### src/rtl/dead_time_mc.sv
// dead_time_mc: multi-channel complementary dead-time generator.
// Each channel turns one raw PWM leg into an A/B gate pair with independent
// A-rise and B-rise dead times, output polarity, enable and a sticky
// short-pulse flag. Channels share no state.
// Optional feature: define DT_SHADOW_EN to freeze the dead-time values for
// the duration of each dead-time interval (shadow registers loaded only in
// OFF/AON/BON). Without it the live dtime inputs are compared every cycle.
module dead_time_mc #(
  parameter int unsigned N_CH = 4,
  parameter int unsigned DT_W = 10
) (
  input  logic                 clk,
  input  logic                 reset,
  input  logic [N_CH-1:0]      pwm,
  input  logic [N_CH*DT_W-1:0] dtime_A,
  input  logic [N_CH*DT_W-1:0] dtime_B,
  input  logic [N_CH-1:0]      logic_A,
  input  logic [N_CH-1:0]      logic_B,
  input  logic [N_CH-1:0]      pwm_onoff,
  input  logic [N_CH-1:0]      short_clr,
  output logic [N_CH-1:0]      pwmout_A,
  output logic [N_CH-1:0]      pwmout_B,
  output logic [N_CH-1:0]      dt_active,
  output logic [N_CH-1:0]      short_pulse
);

  typedef enum logic [2:0] {
    OFF = 3'd0,
    DTA = 3'd1,
    AON = 3'd2,
    DTB = 3'd3,
    BON = 3'd4
  } state_t;

  localparam logic [DT_W-1:0] CNT_MAX  = {DT_W{1'b1}};
  localparam logic [DT_W-1:0] CNT_ONE  = DT_W'(1);
  localparam logic [DT_W-1:0] CNT_ZERO = DT_W'(0);

  for (genvar i = 0; i < N_CH; i++) begin : g_ch
    state_t          state;
    state_t          state_nx;
    logic [DT_W-1:0] cnt;
    logic [DT_W-1:0] cnt_nx;
    logic [DT_W-1:0] dt_a;
    logic [DT_W-1:0] dt_b;
    logic [DT_W-1:0] live_a;
    logic [DT_W-1:0] live_b;
    logic            short_q;
    logic            short_nx;
    logic            short_set;
    logic            dt_q;
    logic            dt_nx;
    logic            go_a;
    logic            go_b;
    logic            aux_a;
    logic            aux_b;

    assign live_a = dtime_A[i*DT_W +: DT_W];
    assign live_b = dtime_B[i*DT_W +: DT_W];

`ifdef DT_SHADOW_EN
    logic [DT_W-1:0] shd_a;
    logic [DT_W-1:0] shd_b;
    logic            load;

    // Shadows follow the inputs outside dead time; the value captured on the
    // edge that enters a dead-time interval stays frozen until it ends.
    assign load = (state == OFF) || (state == AON) || (state == BON);

    // Shadow dead-time registers
    always_ff @(posedge clk or posedge reset) begin
      if (reset) begin
        shd_a <= CNT_ZERO;
        shd_b <= CNT_ZERO;
      end else if (load) begin
        shd_a <= live_a;
        shd_b <= live_b;
      end
    end

    assign dt_a = load ? live_a : shd_a;
    assign dt_b = load ? live_b : shd_b;
`else
    assign dt_a = live_a;
    assign dt_b = live_b;
`endif

    // State, counter, dead-time indicator and sticky short-pulse flag
    always_ff @(posedge clk or posedge reset) begin
      if (reset) begin
        state   <= OFF;
        cnt     <= CNT_ZERO;
        short_q <= 1'b0;
        dt_q    <= 1'b0;
      end else begin
        state   <= state_nx;
        cnt     <= cnt_nx;
        short_q <= short_nx;
        dt_q    <= dt_nx;
      end
    end

    // Next-state: leg requests, dead-time counting, short-pulse detection
    always_comb begin
      state_nx  = state;
      cnt_nx    = cnt;
      short_set = 1'b0;
      go_a      = 1'b0;
      go_b      = 1'b0;

      if (!pwm_onoff[i]) begin
        state_nx = OFF;
        cnt_nx   = CNT_ZERO;
      end else begin
        unique case (state)
          OFF: begin
            if (pwm[i]) go_a = 1'b1;
            else        go_b = 1'b1;
          end
          BON: begin
            if (pwm[i]) go_a = 1'b1;
          end
          AON: begin
            if (!pwm[i]) go_b = 1'b1;
          end
          DTA: begin
            if (!pwm[i]) begin
              go_b      = 1'b1;
              short_set = 1'b1;
            end else if (cnt >= dt_a) begin
              state_nx = AON;
            end else if (cnt != CNT_MAX) begin
              cnt_nx = cnt + CNT_ONE;
            end
          end
          DTB: begin
            if (pwm[i]) begin
              go_a      = 1'b1;
              short_set = 1'b1;
            end else if (cnt >= dt_b) begin
              state_nx = BON;
            end else if (cnt != CNT_MAX) begin
              cnt_nx = cnt + CNT_ONE;
            end
          end
          default: begin
            state_nx = OFF;
            cnt_nx   = CNT_ZERO;
          end
        endcase

        // A zero dead time skips the interval entirely
        if (go_a) begin
          if (dt_a == CNT_ZERO) begin
            state_nx = AON;
          end else begin
            state_nx = DTA;
            cnt_nx   = CNT_ONE;
          end
        end else if (go_b) begin
          if (dt_b == CNT_ZERO) begin
            state_nx = BON;
          end else begin
            state_nx = DTB;
            cnt_nx   = CNT_ONE;
          end
        end
      end

      // A new short event outranks a clear strobe in the same cycle
      if (short_set)         short_nx = 1'b1;
      else if (short_clr[i]) short_nx = 1'b0;
      else                   short_nx = short_q;

      dt_nx = (state_nx == DTA) || (state_nx == DTB);
    end

    assign aux_a = (state == AON);
    assign aux_b = (state == BON);

    // Gate outputs: polarity applied, then forced low when disabled
    assign pwmout_A[i]    = (aux_a ^ logic_A[i]) & pwm_onoff[i];
    assign pwmout_B[i]    = (aux_b ^ logic_B[i]) & pwm_onoff[i];
    assign dt_active[i]   = dt_q;
    assign short_pulse[i] = short_q;
  end

endmodule
### config.mk
export PLATFORM = sky130hd
export DESIGN_NAME = dead_time_mc
export DESIGN_NICKNAME = d
export VERILOG_FILES = /design/src/rtl/dead_time_mc.sv
export SDC_FILE = /design/constraint.sdc
export NUM_CORES = 1
export LEC_CHECK = 0
export BUFFER_PORTS_ARGS = -buffer_cell sky130_fd_sc_hd__buf_2
export CORE_ASPECT_RATIO = 1.75
export CORE_MARGIN = 10
export CORE_UTILIZATION = 50
export CTS_CLUSTER_SIZE = 16
export DETAILED_ROUTE_END_ITERATION = 8
export PLACE_DENSITY = 0.78
export SLEW_MARGIN = 5
export SYNTH_ARGS = -nofsm -noshare
export SYNTH_HDL_FRONTEND = slang
export SYNTH_SLANG_ARGS = --single-unit
### constraint.sdc
create_clock -name clk -period 3.9 [get_ports clk]
set_input_delay 0.39 -clock clk [delete_from_list [all_inputs] [get_ports clk]]
set_output_delay 0.39 -clock clk [all_outputs]
set_load 0.005 [all_outputs]
# --- Word-level counts from Yosys, hierarchy flattened ---
# Index checks and enable logic that the tools add are counted.
totals:
  reg_bits: 60
  latch_bits: 0
  mem_bits_rw: 0
  romBits: 0
  inputBits: 102
  out_inout_bits: 16
  word_cells: 228
  memories: 0
classes:
  add_sub_neg: 4
  n_mul: 0
  div: 0
  order_cmp: 8
  eq_ne: 28
  shifts: 0
  n_mux: 124
  bitwise: 16
  n_reduce_logical: 32
op_table:
  columns: ["operator", "n"]
  rows:
  - ["$mux W10", 40]
  - ["$pmux W10 S3", 4]
  - ["$mux W3", 32]
  - ["$ge A10 B10 Y1", 8]
  - ["$logic_not A10 Y1", 8]
  - ["$add A10 B1 Y10 const B", 4]
  - ["$ne A10 B10 Y1 const B", 4]
  - ["$eq A3 B2 Y1 const B", 12]
  - ["$mux W1", 36]
  - ["$pmux W3 S3", 4]
  - ["$reduce_or A3 Y1", 12]
  - ["$eq A3 B1 Y1 const B", 8]
  - ["$eq A3 B3 Y1 const B", 4]
  - ["$logic_not A3 Y1", 4]
  - ["$and A1 B1 Y1", 8]
  - ["$mux W2", 4]
  - ["$pmux W1 S2", 4]
  - ["$reduce_bool A2 Y1", 4]
  - ["$xor A1 B1 Y1", 8]
  - ["$logic_or A1 B1 Y1", 4]

# --- Depth between registers and ports, before layout ---
# Gate-level depths: netlist of run 1.
logic_depth:
  depth_word: 9
  depth_mapped: 10
  ltp_nobuf: 9

# --- Least setup slack after synthesis of run 1 ---
# OpenSTA, ideal clock, no wires.
synth_path:
  path_kind: "register to register"
  start: "register g_ch[1].cnt[9]"
  end: "register g_ch[1].dt_q"
  setup_time_ps: 126
  arrival_time_ps: 2210
  required_ps: 3774
  path_slack_ps: 1565
  path_stages_with_launch: 8
  path_buffers: 0
  synth_period_minus_slack_ps: 2335
  path_cell_list: "dfrtp_1 -> ha_1 -> and4_1 -> nand3_1 -> or4_1 -> and3_1 -> a311o_1 -> o311a_1"
synth_via:
  elab_chain_len: 9
  elab_cells_between_ends: 13
  classes_between: "2 x order compare; 2 x eq/ne; 8 x mux; 1 x reduce/logical"
synth_rtl:
  columns: ["item", "line_no", "rtl"]
  rows:
  - ["from (decl)", "42", "logic [DT_W-1:0] cnt;"]
  - ["from (signal assigned)", "97", "cnt <= cnt_nx;"]
  - ["$ge A10 B10 Y1 (on tied branches)", "140, 130", null]
  - ["$mux W3 (on tied branches)", "140, 130", null]
  - ["$mux W3 (on tied branches)", "137, 127", null]
  - ["$pmux W3 S3 *", "115", "unique case (state)"]
  - ["$mux W3 *", "160", "end else if (go_b) begin"]
  - ["$mux W3 *", "153", "if (go_a) begin"]
  - ["$mux W3 *", "111", "if (!pwm_onoff[i]) begin"]
  - ["$eq A3 B1 Y1 / $eq A3 B2 Y1 (equally long branches)", "175", "dt_nx = (state_nx == DTA) || (state_nx == DTB);"]
  - ["$logic_or A1 B1 Y1 *", "175", null]
  - ["net g_ch[1].dt_nx", "52", "logic dt_nx;"]
  - ["to (signal assigned)", "99", "dt_q <= dt_nx;"]
  - ["to (decl)", "51", "logic dt_q;"]
# The timed path passes the listed nets; every way through them passes the cells marked *.
# A chain may end at the register's enable or synchronous reset.

# --- Final worst setup path of run 1 ---
layout_path:
  start: "register g_ch[1].cnt[0]"
  end: "register g_ch[1].cnt[8]"
layout_via:
  elab_chain_len: 9
  elab_cells_between_ends: 15
  classes_between: "1 x add/sub; 2 x order compare; 1 x eq/ne; 11 x mux"
layout_rtl:
  columns: ["item", "line_no", "rtl"]
  rows:
  - ["$add A10 B1 Y10 / $ne A10 B10 Y1 (equally long branches)", null, null]
  - ["$mux W10", "132, 142", null]
  - ["$mux W10 (on tied branches)", "140, 130", null]
  - ["$mux W10 (on tied branches)", "137, 127", null]
  - ["$pmux W10 S3 *", "115", null]
  - ["$mux W10", "161", "if (dt_b == CNT_ZERO) begin"]
  - ["$mux W10", "160", null]
  - ["$mux W10 *", "153", null]
  - ["$mux W10 *", "111", null]
  - ["net g_ch[1].cnt_nx[8]", "43", "logic [DT_W-1:0] cnt_nx;"]
# Marked as above.

==> impl_results.md, run 1 <==
* Synth area leader: dfrtp_1
* Max-Cap Viols at 0
* CORE AREA at roughly 12000 µm²
* Setup TNS Final at 0 ns
* Most frequent cell after synthesis: inv_1
* CP required at 4.13 ns
* Clock root buffer: clkbuf_16
* RSZ-0062 raised after global routing: no
* Yosys warning count at 0
* Post-Synth Simple-Gate Area at 24.1%
* Via-per-instance ratio at 5.97
* Setup violations, final at 0
* Power Density at 262 nW/µm²
* Synth Instances at 813
* Clock sink total at 60
* Number of detailed-route iterations in the first pass at 5
* Critical path arrival at 2.98 ns
* Share of layout cells above drive strength 1 at 16.6%
* Die X at roughly 110 µm
* Worst-path clk slew at 0.05 ns
* Clock Skews at 0.00677 ns
* Register-to-register path setup slack at 1.15 ns
* Worst slew pin tran at 0.768 ns
* F_max at about 360 MHz
* Post-CTS Resized at 0
* Post-synth top area share at 23.7%
* Final min period at 2.75 ns
* Worst-path maximum fanout at 11
* Synth Area in Compound Gates at 25.9%
* Total power at roughly 1900 µW
* Top FF cell, synth: dfrtp_1
* Post-CTS setup buffers at 0
* Leakage at roughly 0.0037 µW
* Syn_nets at 999
* N_diodes at 0
* CTS tree: built
* Status: finished clean
* WL final at 18.0 mm
* Worst r2r src: g_ch[1].cnt[0]
* Sequential share of the synthesized area at between 20% and 30%
* Setup Crit Path Kind: flip-flop to flip-flop
* FF+latch count, synth at 60
* Mux contribution to synthesized area at 0.395%
* CTS max path bufs at 2
* Total track usage at 19.9%
* Global route overflow at 0
* Worst-Skew Late Latency at 0.33 ns
* Io pins at 118
* Placer Congestion at 0.910
* Crit. End Element: flip-flop
* Syn_area_per_cell at 7.80 µm²
* Nets at 1097
* H-tree depth at 3
* CTS Buf Count at 9
* Vias in the first global route at between 6000 and 7000
* Final Cycle Share at 70.4%
* EDFF count, synth at 0
* Synth cell types at 79
* Largest net degree at the start of global routing at 37
* DRC at 0
* FFs w/ async S/R, synth at 100%
* Final core utilization at 58.5%
* Top cells by area, synth: dfrtp_1 24%, ha_1 17%, a21oi_1 5.8%, inv_1 5.8%, nand2_1 3.8%
* CP Launch Type: flip-flop
* Commonest cells in the synthesized netlist: 98 x inv_1, 84 x ha_1, 74 x a21oi_1
* Max-Slew Margin vs Limit at 48.5%
* Global-route wire length before repair at 29.9 mm
* Number of port buffers at between 100 and 150
* Starting DRT DRC Count at 350
* Final ANT Viol Nets at 0
* XOR/XNOR Fraction of Synth Area at less than 1%
* Cell Area, Synth at 6340 µm²
* HP Class: input pin to asynchronous set/reset pin
* Worst r2r path cells at 9
* CTS Hold Bufs at 0
* Initial antenna violation count at 1
* Die area at 17800 µm²
* Largest vdd supply drop at 195 µV
* Vias at 6470
* WL per Instance at 16.6 µm
* Starting Density at 51.0%
* Final number of hold-violating endpoints at 0
* Largest family of logic cells by synthesized area: compound AO/OA/AOI/OAI gates
* Post-synthesis adder-cell area fraction at 16.6%
* Standard-cell rows at 54
* Slew Viols, Final at 0
* Die H at 169 µm
* Post-detail-place hpwl at 14.8 mm
* P&R area growth vs syn at 14.8%
* Reg2reg end: g_ch[1].cnt[8]
-- flip-flops by register name (all words and copies together), names as in the netlist --
| register | flops |
|---|---|
| g_ch.cnt | 40 |
| g_ch.state | 12 |
| g_ch.dt_q | 4 |
| g_ch.short_q | 4 |
-- metal layers --
layer  vias up  GRT usage (%)  routed length [µm]
li1       3185              -                   -
met1      3048           18.9                6730
met2       181           38.9                9900
met3        54           3.42                 713
met4         2           10.4                 659
met5         -              0                  12
-- kinds of logic (layout without fill, tap and decap cells) --
kind of cell / Yosys count / after routing
mux: 2 / 2
flops: 60 / 60
simple gates: 283 / 283
fa+ha+maj: 84 / 84
compound gates: 247 / 247
buf+inv: 130 / 232
xor+xnor: 7 / 7
-- final cells by class --
type                       instances  area [µm²]
fill                            1199        5150
multi-input combinational        623        4310
sequential                        60        1500
timing repair buffer             119         601
inverter                          98         368
clock buffer                      14         284
tap                              168         210
clock inverter                     1        5.00
-- cells in the final DEF (no fill, tap or decap), drive strengths merged, types with 6 or more instances in the layout --
| master | n |
|---|---|
| buf | 119 |
| inv | 98 |
| ha | 84 |
| a21oi | 75 |
| nand2 | 65 |
| dfrtp | 60 |
| o21ai | 56 |
| nor2 | 47 |
| nor3 | 27 |
| nand3 | 21 |
| and3 | 20 |
| a31oi | 18 |
| nor4 | 18 |
| nand2b | 17 |
| a21o | 14 |
| clkbuf | 14 |
| nand4 | 13 |
| a211oi | 12 |
| nor2b | 9 |
| nand4b | 8 |
| and2 | 7 |
| and4 | 7 |
| a41oi | 7 |
| o21a | 7 |
| a311oi | 7 |
| a211o | 6 |
| or2 | 6 |
-- worst max-delay path by stage --
stage	startpoint	endpoint	slack, ns	depth (start not counted)
3_3_place_gp	dtime_B[10]	g_ch[1].cnt[0]	1.24	9
6_report	g_ch[1].cnt[0]	g_ch[1].cnt[8]	1.15	9
4_1_cts	g_ch[1].cnt[0]	g_ch[1].cnt[0]	1.17	9
3_5_place_dp	g_ch[1].cnt[0]	g_ch[1].cnt[0]	1.20	9
2_1_floorplan	g_ch[1].cnt[9]	g_ch[1].dt_q	1.56	7
5_1_grt	g_ch[1].cnt[0]	g_ch[1].cnt[0]	0.89	9
-- power breakdown --
part           total (µW)  internal (µW)  switching (µW)
clock network         752            494             259
logic                 454            185             269
registers             698            650            47.8
total                1900           1330             575
-- critical path, cell delays in order, from the launching register on --
cell       delay (ns)
dfrtp_1          0.39
inv_1            0.16
ha_1             0.25
nand2b_1         0.13
a2111oi_0        0.38
or4_1            0.20
nand4_1          0.12
o21ai_1          0.63
a31oi_1          0.17
nor3_1           0.22
-- through the flow --
stage,hold WS [ns],instance area (µm²),cells,setup WS [ns]
after floorplan,0.464,6340,813,1.56
after global placement,0.470,6990,1068,1.24
after detailed placement,0.471,6990,1068,1.20
after CTS,0.130,7280,1083,1.17
after global routing,0.167,7280,1083,0.888
final,0.106,7280,1083,1.15
Note: power is estimated with default switching activity, not from simulation.
==> run 2, diff against run 1 <==
Settings changed: PLACE_DENSITY 0.78 to 0.81.
Clock period 3.9 ns to 2.4 ns, I/O delays scaled along.
==> impl_results.md, run 2 (same netlist as run 1, synthesis figures left out) <==
* Clock root buffer: clkbuf_16 (unchanged)
* Post-detail-place hpwl at 16.1 mm (was 14.8 mm)
* Worst slew pin tran at 0.584 ns (was 0.768 ns)
* Number of port buffers at 117 (unchanged)
* Vias in the first global route at 7438 (was 6601)
* Filler cells at 1011 (was 1199)
* Placer Congestion at 0.946 (was 0.910)
* P&R area growth vs syn at 33.6% (was 14.8%)
* Power Density at 399 nW/µm² (was 262 nW/µm²)
* RSZ-0062 raised after global routing: yes (was no)
* Worst r2r src: g_ch[3].cnt[0] (was g_ch[1].cnt[0])
* WL final at 21.4 mm (was 18.0 mm)
* Final min period at 2.46 ns (was 2.75 ns)
* Die area at 17800 µm² (unchanged)
* CP required at 2.60 ns (was 4.13 ns)
* CORE AREA at 12400 µm² (unchanged)
* Starting Density at 51.0% (unchanged)
* Largest register FFs at 40 (unchanged)
* Setup TNS Final at -0.0555 ns (was 0 ns)
* CTS tree: built (unchanged)
* Crit. End Element: flip-flop (unchanged)
* Share of layout cells above drive strength 1 at 31.2% (was 16.6%)
* Worst-path maximum fanout at 4 (was 11)
* Via-per-instance ratio at 6.13 (was 5.97)
* CTS Buf Count at 9 (unchanged)
* Nets at 1189 (was 1097)
* CP Launch Type: flip-flop (unchanged)
* Io pins at 118 (unchanged)
* Die X at 105 µm (unchanged)
* Failing checks: hold timing, setup timing
* Max-Slew Margin vs Limit at 60.1% (was 48.5%)
* Final core utilization at 68.2% (was 58.5%)
* Setup ws final at -0.0555 ns (was 1.15 ns)
* CTS Hold Bufs at 0 (unchanged)
* Global-route wire length before repair at 33.1 mm (was 29.9 mm)
* Largest net degree at the start of global routing at 61 (was 37)
* Max-Cap Viols at 0 (unchanged)
* Total power at 3380 µW (was 1900 µW)
* Leakage at 0.00427 µW (was 0.00373 µW)
* Most common cell after layout, fill and taps aside: buf_2 (unchanged)
* Starting DRT DRC Count at 360 (was 350)
* Global route overflow at 0 (unchanged)
* Setup violations, final at 1 (was 0)
* Worst-path clk slew at 0.05 ns (about the same)
* Setup Crit Path Kind: flip-flop to flip-flop (unchanged)
* Standard-cell rows at 54 (unchanged)
* F_max at 407 MHz (was 364 MHz)
* Die H at 169 µm (unchanged)
* Final hold slack at -0.0277 ns (was 0.106 ns)
* Worst setup startpoint: g_ch[3].cnt[0] (was g_ch[1].cnt[0])
* Slew Viols, Final at 0 (unchanged)
* Placed cell count at 1144 (was 1068)
* CTS max path bufs at 2 (unchanged)
* Final Cycle Share at 102% (was 70.4%)
* Clock sink total at 60 (unchanged)
* Final Non-Filler Cells at 1177 (was 1083)
* HP Class: input pin to asynchronous set/reset pin (unchanged)
* Largest register by flop count: g_ch.cnt (unchanged)
* Number of detailed-route iterations in the first pass at 5 (unchanged)
* Most frequent cells in the layout: 117 x buf_2, 93 x inv_1, 88 x buf_4 (was 117 x buf_2, 97 x inv_1, 84 x ha_1)
* Final ANT Viol Nets at 0 (unchanged)
* H-tree depth at 3 (unchanged)
* Vias at 7215 (was 6470)
* Initial antenna violation count at 0 (was 1)
* Biggest regs: g_ch.cnt: 40 flops, g_ch.state: 12 flops (unchanged)
* Clock Skews at 0.00719 ns (was 0.00677 ns)
* Final number of hold-violating endpoints at 4 (was 0)
* Worst-Skew Late Latency at 0.34 ns (was 0.33 ns)
* Post-place setup slack at -0.0615 ns (was 1.20 ns)
* Status: finished with violations (was finished clean)
* Critical path arrival at 2.65 ns (was 2.98 ns)
* DRC at 0 (unchanged)
* Total track usage at 22.3% (was 19.9%)
* WL per Instance at 18.2 µm (was 16.6 µm)
* Largest vdd supply drop at 404 µV (was 195 µV)
==> run 2: cell count changes in the layout (fill, tap and decap cells not counted), moves of 7 or more <==
| cell | previous run | this run |
|---|---|---|
| buf_4 | 2 | 88 |
| ha_4 | 0 | 8 |
| a211oi_1 | 12 | 5 |
| ha_1 | 84 | 73 |
| a21oi_2 | 0 | 10 |
| a211oi_2 | 0 | 7 |
| a21oi_1 | 74 | 62 |
==> run 2: worst max-delay path, cell delays in order (launching register included) <==
cell	delay [ns]
dfrtp_1	0.37
inv_2	0.05
ha_1	0.26
nand2b_4	0.14
a31oi_2	0.19
o21ai_2	0.11
a2111oi_4	0.40
buf_4	0.20
a211oi_2	0.08
buf_4	0.16
o21ai_0	0.23
a211oi_1	0.13
==> run 2: area by class of cell <==
class | instances | area [µm²] | share of cell area, %
antenna | 1 | 2.50 | 0.0295
clock buffer | 11 | 233 | 2.75
clock inverter | 5 | 52.6 | 0.620
inverter | 98 | 368 | 4.34
multi-input combinational | 625 | 4800 | 56.7
sequential | 60 | 1500 | 17.7
tap | 168 | 210 | 2.48
timing repair buffer | 209 | 1300 | 15.3
==> run 2: layer usage <==
layer  vias to the layer above  routed length [µm]  global-route usage (%)
li1                       3382                   -                       -
met1                      3398                7310                    20.6
met3                        96                1210                    3.54
met5                         -                   0                       0
met4                         0                1180                    14.3
met2                       339               11700                    43.5
==> run 2: per-stage QoR <==
stage               area, µm²  hold slack, ns
finish                   8470         -0.0277
global route             8470          0.0114
CTS                      7940         0.00273
detailed placement       7570           0.360
global placement         7570           0.360
floorplan                6340           0.344
==> run 2: worst paths after layout <==
path,end,cells after the start,slack (ns)
max,g_ch[3].cnt[1],11,-0.06
min,g_ch[0].cnt[0],3,-0.03
min in group clk,g_ch[0].short_q,2,0.09
max in group asynchronous,g_ch[2].cnt[9],3,2.11
min reg2reg,g_ch[0].short_q,2,0.52
max reg2reg,g_ch[3].cnt[1],11,-0.06
==> run 2: what timing repair did <==
| item | CTS | global route |
|---|---|---|
| buffers inserted | 2 | 12 |
| pin swaps | 1 | 23 |
| endpoints found under the setup margin | 18 | 42 |
| cloned | 1 | 1 |
| gates resized for setup | 14 | 81 |
==> run 2: power by group <==
group          leakage (µW)  internal (µW)  switching, µW  total (µW)
clock network      0.000139            798            473        1270
registers          0.000806           1060           48.1        1100
logic               0.00333            436            570        1010
total               0.00427           2290           1090        3380
